[src/rtl/crash_sequencer_pkg.sv]
// Shared game package for the crash sequencer slice.
// Holds the player state encoding and the default frame/lives constants
// used as parameter defaults by crash_sequencer.
package crash_sequencer_pkg;

  // Legacy-compatible state encodings; the enum below reuses them so
  // existing code comparing against raw 2-bit values keeps working.
  localparam logic [1:0] S_NORMAL    = 2'd0;
  localparam logic [1:0] S_CRASH     = 2'd1;
  localparam logic [1:0] S_RESPAWN   = 2'd2;
  localparam logic [1:0] S_GAME_OVER = 2'd3;

  typedef enum logic [1:0] {
    ST_NORMAL    = S_NORMAL,
    ST_CRASH     = S_CRASH,
    ST_RESPAWN   = S_RESPAWN,
    ST_GAME_OVER = S_GAME_OVER
  } state_e;

  localparam int unsigned DEF_CRASH_FRAMES   = 60;
  localparam int unsigned DEF_RESPAWN_FRAMES = 90;
  localparam int unsigned DEF_BLINK_HALF     = 4;
  localparam int unsigned DEF_INIT_LIVES     = 3;

endpackage

[src/rtl/crash_sequencer_if.sv]
// Game-logic bus between the frame/collision front end and the crash
// sequencer.
//   frame_start    : one-clk pulse per video frame
//   collisions     : [0] player/AI-car hit, [1] player/fuel-can hit
//   restart        : one-clk new-game request
//   state, lives   : current player state and remaining lives
//   speed_zero, steer_enable, player_visible, fuel_refill, game_over
//                  : player control / draw / refill outputs
// master drives the requests, slave (the sequencer) drives the status.
interface crash_sequencer_if;
  logic       frame_start;
  logic [1:0] collisions;
  logic       restart;
  logic [1:0] state;
  logic [1:0] lives;
  logic       speed_zero;
  logic       steer_enable;
  logic       player_visible;
  logic       fuel_refill;
  logic       game_over;

  modport master (
    output frame_start, collisions, restart,
    input  state, lives, speed_zero, steer_enable, player_visible,
           fuel_refill, game_over
  );

  modport slave (
    input  frame_start, collisions, restart,
    output state, lives, speed_zero, steer_enable, player_visible,
           fuel_refill, game_over
  );
endinterface

[src/rtl/crash_sequencer_frame_timer.sv]
// frame_timer: frame counter for the crash sequencer.
//   clk, resetN : clock, asynchronous active-low reset
//   clear       : synchronous clear (state entry / restart), beats frame_en
//   frame_en    : advance by one on this clk
//   terminal    : saturation value for the current state
//   count       : current frame count
//   done        : count has reached terminal
module frame_timer #(
  parameter int unsigned WIDTH = 7
) (
  input  logic             clk,
  input  logic             resetN,
  input  logic             clear,
  input  logic             frame_en,
  input  logic [WIDTH-1:0] terminal,
  output logic [WIDTH-1:0] count,
  output logic             done
);

  assign done = (count == terminal);

  always_ff @(posedge clk or negedge resetN) begin
    if (!resetN) begin
      count <= '0;
    end else if (clear) begin
      count <= '0;
    end else if (frame_en && !done) begin
      count <= count + WIDTH'(1);
    end
  end

endmodule

[src/rtl/crash_sequencer.sv]
// crash_sequencer: player crash / respawn / game-over sequencing.
//   clk    : system clock
//   resetN : asynchronous active-low reset
//   bus    : crash_sequencer_if.slave (frame_start, collisions, restart in;
//            state, lives, speed_zero, steer_enable, player_visible,
//            fuel_refill, game_over out)
// Everything advances only on frame_start clocks; restart acts on any clk.
module crash_sequencer
  import crash_sequencer_pkg::*;
#(
  parameter int unsigned CRASH_FRAMES   = DEF_CRASH_FRAMES,
  parameter int unsigned RESPAWN_FRAMES = DEF_RESPAWN_FRAMES,
  parameter int unsigned BLINK_HALF     = DEF_BLINK_HALF,
  parameter int unsigned INIT_LIVES     = DEF_INIT_LIVES
) (
  input logic              clk,
  input logic              resetN,
  crash_sequencer_if.slave bus
);

  localparam int unsigned MAX_FRAMES =
    (CRASH_FRAMES > RESPAWN_FRAMES) ? CRASH_FRAMES : RESPAWN_FRAMES;
  localparam int unsigned CW        = $clog2(MAX_FRAMES + 1);
  localparam int unsigned BLINK_BIT = $clog2(BLINK_HALF);

  state_e        state_q, state_d;
  logic [1:0]    lives_q, lives_d;
  logic          fuel_hist_q;
  logic          fuel_refill_q;
  logic          fuel_edge;
  logic [CW-1:0] count;
  logic [CW-1:0] terminal;
  logic          done;
  logic          timer_clear;
  logic          speed_zero, steer_enable, player_visible, game_over;

  // Terminal is N-1: the Nth frame pulse in a timed state sees done and
  // leaves, so the state spans exactly N pulses after its entry edge.
  always_comb begin
    terminal = '1;
    unique case (state_q)
      ST_CRASH:   terminal = CW'(CRASH_FRAMES - 1);
      ST_RESPAWN: terminal = CW'(RESPAWN_FRAMES - 1);
      default:    terminal = '1;
    endcase
  end

  always_comb begin
    state_d = state_q;
    lives_d = lives_q;
    if (bus.restart) begin
      state_d = ST_NORMAL;
      lives_d = 2'(INIT_LIVES);
    end else if (bus.frame_start) begin
      unique case (state_q)
        ST_NORMAL: begin
          if (bus.collisions[0]) begin
            state_d = ST_CRASH;
            if (lives_q != '0) lives_d = lives_q - 2'd1;
          end
        end
        ST_CRASH: begin
          if (done) state_d = (lives_q != '0) ? ST_RESPAWN : ST_GAME_OVER;
        end
        ST_RESPAWN: begin
          if (done) state_d = ST_NORMAL;
        end
        default: ;
      endcase
    end
  end

  // A crash in the same frame suppresses the refill.
  assign fuel_edge = bus.frame_start && (state_q == ST_NORMAL) &&
                     bus.collisions[1] && !fuel_hist_q && !bus.collisions[0];

  assign timer_clear = bus.restart || (state_d != state_q);

  always_ff @(posedge clk or negedge resetN) begin
    if (!resetN) begin
      state_q       <= ST_NORMAL;
      lives_q       <= 2'(INIT_LIVES);
      fuel_hist_q   <= 1'b0;
      fuel_refill_q <= 1'b0;
    end else begin
      state_q <= state_d;
      lives_q <= lives_d;
      if (bus.restart) begin
        fuel_hist_q   <= 1'b0;
        fuel_refill_q <= 1'b0;
      end else begin
        fuel_refill_q <= fuel_edge;
        if (bus.frame_start) fuel_hist_q <= bus.collisions[1];
      end
    end
  end

  frame_timer #(
    .WIDTH(CW)
  ) u_frame_timer (
    .clk     (clk),
    .resetN  (resetN),
    .clear   (timer_clear),
    .frame_en(bus.frame_start),
    .terminal(terminal),
    .count   (count),
    .done    (done)
  );

  always_comb begin
    speed_zero     = 1'b0;
    steer_enable   = 1'b1;
    player_visible = 1'b1;
    game_over      = 1'b0;
    unique case (state_q)
      ST_CRASH: begin
        speed_zero   = 1'b1;
        steer_enable = 1'b0;
      end
      ST_RESPAWN: begin
        // Visible while the blink bit of the frame count is clear.
        player_visible = ((count & (CW'(1) << BLINK_BIT)) == '0);
      end
      ST_GAME_OVER: begin
        speed_zero   = 1'b1;
        steer_enable = 1'b0;
        game_over    = 1'b1;
      end
      default: ;
    endcase
  end

  assign bus.state          = state_q;
  assign bus.lives          = lives_q;
  assign bus.speed_zero     = speed_zero;
  assign bus.steer_enable   = steer_enable;
  assign bus.player_visible = player_visible;
  assign bus.fuel_refill    = fuel_refill_q;
  assign bus.game_over      = game_over;

endmodule

[src/flat_wrapper.sv]
// flat-port wrapper written by rule: the top's interface ports become plain ports
module crash_sequencer_flat import crash_sequencer_pkg::*;
#(
  parameter int unsigned CRASH_FRAMES   = DEF_CRASH_FRAMES,
  parameter int unsigned RESPAWN_FRAMES = DEF_RESPAWN_FRAMES,
  parameter int unsigned BLINK_HALF     = DEF_BLINK_HALF,
  parameter int unsigned INIT_LIVES     = DEF_INIT_LIVES
)
  (clk, resetN, bus_frame_start, bus_collisions, bus_restart, bus_state, bus_lives, bus_speed_zero, bus_steer_enable, bus_player_visible, bus_fuel_refill, bus_game_over);
  crash_sequencer_if bus_i ();
  input logic clk;
  input logic resetN;
  input wire logic [$bits(bus_i.frame_start)-1:0] bus_frame_start;
  input wire logic [$bits(bus_i.collisions)-1:0] bus_collisions;
  input wire logic [$bits(bus_i.restart)-1:0] bus_restart;
  output wire logic [$bits(bus_i.state)-1:0] bus_state;
  output wire logic [$bits(bus_i.lives)-1:0] bus_lives;
  output wire logic [$bits(bus_i.speed_zero)-1:0] bus_speed_zero;
  output wire logic [$bits(bus_i.steer_enable)-1:0] bus_steer_enable;
  output wire logic [$bits(bus_i.player_visible)-1:0] bus_player_visible;
  output wire logic [$bits(bus_i.fuel_refill)-1:0] bus_fuel_refill;
  output wire logic [$bits(bus_i.game_over)-1:0] bus_game_over;
  assign bus_i.frame_start = bus_frame_start;
  assign bus_i.collisions = bus_collisions;
  assign bus_i.restart = bus_restart;
  assign bus_state = bus_i.state;
  assign bus_lives = bus_i.lives;
  assign bus_speed_zero = bus_i.speed_zero;
  assign bus_steer_enable = bus_i.steer_enable;
  assign bus_player_visible = bus_i.player_visible;
  assign bus_fuel_refill = bus_i.fuel_refill;
  assign bus_game_over = bus_i.game_over;
  crash_sequencer #(.CRASH_FRAMES(CRASH_FRAMES), .RESPAWN_FRAMES(RESPAWN_FRAMES), .BLINK_HALF(BLINK_HALF), .INIT_LIVES(INIT_LIVES)) u_core (.clk(clk), .resetN(resetN), .bus(bus_i));
endmodule
[config.mk]
export PLATFORM = sky130hd
export DESIGN_NAME = crash_sequencer_flat
export DESIGN_NICKNAME = d
export VERILOG_FILES = /design/src/rtl/crash_sequencer_pkg.sv /design/src/rtl/crash_sequencer_if.sv /design/src/rtl/crash_sequencer_frame_timer.sv /design/src/rtl/crash_sequencer.sv /design/src/flat_wrapper.sv
export SDC_FILE = /design/constraint.sdc
export NUM_CORES = 1
export LEC_CHECK = 0
export CORE_AREA = 2 2 52 44
export CTS_BUF_LIST = sky130_fd_sc_hd__clkbuf_8
export DETAILED_ROUTE_END_ITERATION = 8
export DIE_AREA = 0 0 54 46
export PLACE_DENSITY = 0.73
export SLEW_MARGIN = 20
export SYNTH_ARGS = -nofsm -noshare
export SYNTH_HDL_FRONTEND = slang
export SYNTH_SLANG_ARGS = --single-unit
[constraint.sdc]
create_clock -name clk -period 2.8 [get_ports clk]
set_clock_uncertainty 0.2 [all_clocks]
set_input_delay 0.42 -clock clk [delete_from_list [all_inputs] [get_ports clk]]
set_output_delay 0.42 -clock clk [all_outputs]
set_load 0.02 [all_outputs]
Yosys cells after proc, flatten, opt, wreduce, memory -nomap -nowiden
Index checks and enable logic that the tools add are counted.
- output and inout port bits: 9
- register bits after elaboration: 13
- input bits: 6
- logic and storage cells: 53
- muxes and demuxes: 22
- reduce and logical (&&, ||, !) cells: 19
- equality and inequality tests: 5
- add/subtract/negate cells: 2
- operator list (operator ; count):
    $mux W2 ; 10
    $mux W7 ; 2
    $pmux W7 S2 ; 1
    $reduce_bool A2 Y1 ; 6
    $mux W1 ; 8
    $add A7 B1 Y7 const B ; 1
    $eq A7 B7 Y1 ; 1
    $logic_not A7 Y1 ; 1
    $pmux W2 S3 ; 1
    $logic_and A1 B1 Y1 ; 5
    $eq A2 B2 Y1 const B ; 2
    $reduce_and A4 Y1 ; 1
    $logic_not A1 Y1 ; 3
    $eq A2 B1 Y1 const B ; 1
    $logic_not A2 Y1 ; 1
    $ne A2 B2 Y1 ; 1
    $reduce_or A2 Y1 ; 1
    $sub A2 B1 Y2 const B ; 1
    $logic_or A1 B1 Y1 ; 1

Logic depth before layout (Yosys ltp)
Gate-level depths: netlist (run 1).
- depth after elaboration: 10
- gate-level depth with buffers: 9
- depth with buffers taken out: 7

Cells and area by module
Synthesis (run 1) repeated with hierarchy kept, for this count alone.
- cell total of the unflattened synthesis: 101
- area total of the unflattened synthesis: 920.9 um2
- by module, submodules not included (module ; sequential area each (um2) ; area each (um2) ; times used ; cells each):
    crash_sequencer ; 152.6 ; 470.5 ; 1 ; 54
    frame_timer ; 175.2 ; 450.4 ; 1 ; 47

Worst setup path before layout (run 1)
OpenSTA, ideal clock, no wires.
- path kind: register to register
- start: register u_core.state_q[0], in the netlist u_core.bus.state[0]
- end: register u_core.u_frame_timer.count[0]
- buffers on the path: 1
- arrival time: 1992 ps
- stages on the path, launching flop included: 9
- clock period less this slack: 2331 ps
- slack: 469 ps
- setup time: 139 ps
- data required time: 2461 ps
- cell sequence: dfrtp_1 > inv_1 > ha_1 > xor2_2 > o2111ai_4 > o31ai_2 > and3_1 > buf_6 > nor3_1
- cells in the longest elaborated chain, start to end: 10
- elaborated cells on any way between the ends: 17
- classes of those cells: eq/ne: 4; mux: 8; reduce/logical: 5
- ends and longest elaborated chain (what ; RTL line ; text):
    from (decl) ; crash_sequencer.sv:26 ; state_e state_q, state_d;
    from (signal assigned) ; crash_sequencer.sv:86 ; state_q <= state_d;
    $eq A2 B2 Y1 or $eq A2 B1 Y1 (tied branches) ; crash_sequencer.sv:41, crash_sequencer.sv:55 ;
    $pmux W7 S2 ; crash_sequencer.sv:41 ; unique case (state_q)
    $eq A7 B7 Y1 ; crash_sequencer_frame_timer.sv:20 ; assign done = (count == terminal);
    $mux W2, on equally long branches ; crash_sequencer.sv:66, crash_sequencer.sv:63 ;
    $pmux W2 S3 ; crash_sequencer.sv:55 ; unique case (state_q)
    $mux W2 ; crash_sequencer.sv:54 ; end else if (bus.frame_start) begin
    $mux W2 ; crash_sequencer.sv:51 ; if (bus.restart) begin
    $ne A2 B2 Y1 ; crash_sequencer.sv:77 ; assign timer_clear = bus.restart || (state_d != state_q);
    $logic_or A1 B1 Y1 ; crash_sequencer.sv:77 ;
    $mux W7 or $reduce_bool A2 Y1 (tied branches) ; - ;
    to (signal assigned) ; crash_sequencer_frame_timer.sv:28 ; count <= count + WIDTH'(1);
    to (decl) ; crash_sequencer_frame_timer.sv:16 ; output logic [WIDTH-1:0] count,
Parallel ways exist; a longest one is shown, timed or not.
A chain may end at the register's enable or synchronous reset.

Worst setup path after layout (run 1)
- start: register u_core.state_q[1], in the netlist u_core.bus.state[1]
- end: output bus_steer_enable
- cells in the longest elaborated chain, start to end: 3
- elaborated cells on any way between the ends: 4
- classes of those cells: eq/ne: 2; mux: 1; reduce/logical: 1
- ends and longest elaborated chain (what ; RTL line ; text):
    $eq A2 B1 Y1 or $eq A2 B2 Y1 (tied branches) ; crash_sequencer.sv:115 ; unique case (state_q)
    $reduce_or A2 Y1 (no source line) (*) ; - ;
    $mux W1 (*) ; crash_sequencer.sv:115 ;
    to (decl) ; flat_wrapper.sv:19 ; output wire logic [$bits(bus_i.steer_enable)-1:0] bus_steer_enable;
Every way passes the cells marked *; elsewhere a longest branch is shown, timed or not.

==> impl_summary.md, run 1 <==
Run status
The run finished with clean final reports.

STA
The sum of negative setup slack is 0 ns. The count of pins over their slew limit is 0. For the pin with the worst max-slew slack, the measured transition is 0.604 ns.

The clock period minus worst slack is 2.61 ns. Setup violations remaining at the end of the flow were counted as 0. The post-route clock period utilization is 93.1%. The fmax is 384 MHz. The number of hold violations in the final report is 0. Setup repair after global routing left no endpoint under its margin. The worst slew slack as a fraction of its limit is 59.6%.

Placement
Port buffering added 14 buffers. Once detailed placement completed, the half-perimeter wirelength came to 1.46 mm. The placer congestion estimate is 0.894.

Once placement finished, the instance area stood at 0.00110 sq mm.

Clock network
The clock-pin slew on the worst setup and hold paths is 0.06 ns. The tree built by TritonCTS fans out to 13 sinks. The latest clock arrival within the worst-skew pair is 0.25 ns. In this run the number of H-tree levels came out at 1. The number of setup buffers added after CTS is 0. The clock tree root buffer cell is sky130_fd_sc_hd__clkbuf_8. The clock passes through at most 2 buffers.

TritonCTS created 3 clock buffers. After clock tree synthesis, the repair step resized 0 gates. After clock tree synthesis, the flow added hold-fix buffers numbering 0.

TritonCTS built the clock tree.

Power
The leakage power is 0.508 nW. The switching share of power is 28.4%. The worst voltage drop across the vdd grid is 0.000305 V. Sequential cells burn 44.1% of the power. The cell-internal power is 336 uW. The combinational share of power is 19.3%. In this run the power density over the cells is 411 mW/mm^2.

In this run the power spent charging and discharging nets is 133 uW. The relative contribution of the clock network to total power is 36.6%.

Worst setup path
The reg-to-reg endpoint is u_core.u_frame_timer.count[4]$_DFFE_PN0P_. The number of cells on the worst reg-to-reg path is 7. The data required time of the critical path is 2.18 ns.

The critical path starts at u_core.bus.state[1]$_DFF_PN0_. For the worst setup path, the data arrival time is 1.99 ns. The worst setup path is captured at a primary output.

The start of the worst register-to-register path is u_core.bus.state[0]$_DFF_PN0_. The nature of the critical path startpoint is a flip-flop. The worst setup path is of the reg2out kind. The register-to-register path setup slack is 0.33 ns.

Of all nets on the critical path, the largest fanout is 9.

Synthesis
The synthesized flop and latch total is 13. The share of synthesized area in the top cell type comes to 29.3%. The mean post-synth cell area is 9.80 sq um. The number of nets handed over by synthesis was 109. The proportion of synthesized chip area in sequential cells is 34.8%. In the post-synthesis netlist, the cell with the most instances is sky130_fd_sc_hd__dfrtp_1. In the post-synthesis netlist, the biggest area contributors are sky130_fd_sc_hd__dfrtp_1 (29%), sky130_fd_sc_hd__ha_1 (9.3%), sky130_fd_sc_hd__dfstp_2 (5.6%). The share of synthesized flip-flops with an asynchronous set or reset is 100%. The number of warnings reported in the yosys synthesis log is 0. The number of unique standard cell types used by synthesis is 39. The area of the mapped netlist is 941 sq um. Synthesis produced 96 cells. Ranked by instance count, the synthesized netlist is headed by sky130_fd_sc_hd__dfrtp_1 (11), sky130_fd_sc_hd__ha_1 (7), sky130_fd_sc_hd__inv_1 (7), sky130_fd_sc_hd__nor3_1 (7). The cell taking the most area after synthesis is sky130_fd_sc_hd__dfrtp_1. The most frequently used flop master after synthesis is sky130_fd_sc_hd__dfrtp_1. The synthesized design contains 0 enable-type register cells.

Drt
Wire segments on met2 add up to 907 um in the final route. The violation count after the first detailed-routing iteration is 22. The count of unresolved DRC violations after routing is 0. The count of antenna-violating nets left after detailed routing is 0. The detailed-routing wirelength on met1 is 970 um. The detailed-routed wire length on met3 is 55 um. The uppermost layer routed is met4. The final layout contains routed wiring with a total length of 1.94 mm. The total number of vias is 745. Dividing the detail-routed wire length by the instance count gives 14.2 um. The detail-routed via count per cell is 5.44. Before antenna repair, the detailed router went through 4 iterations.

Final layout
The antenna cell count is 0. The number of nets in the finished design is 126. The area overhead of the layout relative to synthesis is 21.4%. The layout has 180 filler cells. The fraction of final layout cells with drive strength greater than 1 is 12.5%. After routing the design area is 0.00114 sq mm.

Global route
The number of antenna violations at the first check in global routing was 0. The total congestion overflow after global routing is 0. The largest net degree at the start of global routing is 14. The via count of the first global-routing pass is 694.

The total routing resource utilization after global routing is 18.3%. The first global-routing pass estimated 3.18 mm of wire.

Run
Across the run, the number of max-cap violations was 0.

Worst hold path
The startpoint of the most critical hold path is u_core.fuel_hist_q$_DFFE_PN0N_. The cell depth of the worst hold path is 1. The worst hold path endpoint is u_core.bus.fuel_refill$_DFF_PN0_.

The tightest min-delay check is of the reg2reg type.

Floorplanning
The number of core rows is 15. The area of the die is 0.00248 sq mm. The number of top-level design ports is 15.

The floorplan step set the die width to 54 um. The initial cell density of the core is 46.4%. The area inside the core boundary is 0.00203 sq mm.

The die is 46 um tall.
[stage by stage]
step / total power [mW] / cells / worst slack [ns] / hold WS (ns) / util [%]
2_1_floorplan: 0.265 / 96 / 0.469 / -0.0756 / -
3_3_place_gp: 0.297 / 133 / 0.421 / 0.223 / 54.1
5_1_grt: 0.492 / 137 / 0.0747 / 0.253 / 56.4
6_report: 0.469 / 137 / 0.194 / 0.244 / 56.4
3_5_place_dp: 0.299 / 133 / 0.379 / 0.237 / 54.1
4_1_cts: 0.474 / 137 / 0.194 / 0.245 / 56.4
[critical path, stage by stage (launching register included)]
cell	delay [ns]
sky130_fd_sc_hd__dfrtp_1	0.48
sky130_fd_sc_hd__inv_1	0.10
sky130_fd_sc_hd__ha_1	0.31
sky130_fd_sc_hd__nor2_1	0.21
sky130_fd_sc_hd__clkdlybuf4s50_1	0.63
[cells in the final DEF, fill, tap and decap left out, types with 2 or more instances in the layout]
cell / synthesis / layout
sky130_fd_sc_hd__nand4_1: 4 / 4
sky130_fd_sc_hd__xor2_1: 6 / 6
sky130_fd_sc_hd__nor2_1: 2 / 2
sky130_fd_sc_hd__a21oi_1: 2 / 2
sky130_fd_sc_hd__and3_1: 3 / 3
sky130_fd_sc_hd__clkdlybuf4s50_1: 0 / 14
sky130_fd_sc_hd__nor3_1: 7 / 7
sky130_fd_sc_hd__o21ai_0: 2 / 2
sky130_fd_sc_hd__xor2_2: 2 / 2
sky130_fd_sc_hd__clkbuf_8: 0 / 3
sky130_fd_sc_hd__inv_1: 7 / 7
sky130_fd_sc_hd__ha_1: 7 / 7
sky130_fd_sc_hd__dfstp_2: 2 / 2
sky130_fd_sc_hd__nand2_1: 6 / 6
sky130_fd_sc_hd__dfrtp_1: 11 / 11
sky130_fd_sc_hd__nand2b_1: 6 / 6
sky130_fd_sc_hd__nand3_1: 5 / 5
[area by class of cell]
type	count	area (sq um)	share of cell area [%]
multi-input cells	73	563	49.3
flip-flops and latches	13	328	28.7
repair buffers	15	148	12.9
clock buffers	3	41.3	3.61
well taps	25	31.3	2.74
inverters	7	26.3	2.30
clock inverters	1	5.00	0.438
[layer usage]
layer	track usage, %	up-vias
met3	5.26	2
met4	6.00	0
li1	-	377
met5	0	-
met2	26.3	12
met1	26.2	354
[worst max path at each step]
stage                                                      endpoint  slack, ns  depth (start not counted)
final                                              bus_steer_enable       0.19                          4
after floorplan           u_core.u_frame_timer.count[0]$_DFFE_PN0P_       0.47                          8
after global routing                               bus_steer_enable       0.07                          4
after global placement    u_core.u_frame_timer.count[5]$_DFFE_PN0P_       0.42                          7
after detailed placement  u_core.u_frame_timer.count[4]$_DFFE_PN0P_       0.38                          7
after CTS                                          bus_steer_enable       0.19                          4
[kinds of logic after synthesis]
kind of cell	synth area share [%]
compound gates	12.8
xor+xnor	9.97
fa+ha+maj	9.31
buf+inv	5.32
flops	34.8
mux	2.26
simple gates	25.5
[flip-flops by register name, indices dropped and copies added (netlist names)]
register and count:
u_core.u_frame_timer.count 7, u_core.bus.lives 2, u_core.bus.state 2, u_core.bus.fuel_refill 1
u_core.fuel_hist_q 1
[power groups by stage]
stage / Combinational [mW] / Sequential [mW] / Clock (mW)
2_1_floorplan: 0.0523 / 0.213 / 0
3_3_place_gp: 0.0886 / 0.209 / 0
3_5_place_dp: 0.0898 / 0.209 / 0
4_1_cts: 0.0909 / 0.206 / 0.177
5_1_grt: 0.0992 / 0.207 / 0.185
6_report: 0.0907 / 0.207 / 0.172
Note: power is estimated with default switching activity, not from simulation.
==> run 2: changes to the inputs <==
--- a/config.mk
+++ b/config.mk
@@ -9,6 +9,7 @@
 export CTS_BUF_LIST = sky130_fd_sc_hd__clkbuf_8
 export DETAILED_ROUTE_END_ITERATION = 8
 export DIE_AREA = 0 0 54 46
+export HOLD_SLACK_MARGIN = 0.1
 export PLACE_DENSITY = 0.73
 export SLEW_MARGIN = 20
 export SYNTH_ARGS = -nofsm -noshare
==> results of run 2 <==
The final DEF is identical to that of run 1; final timing and power are the same.
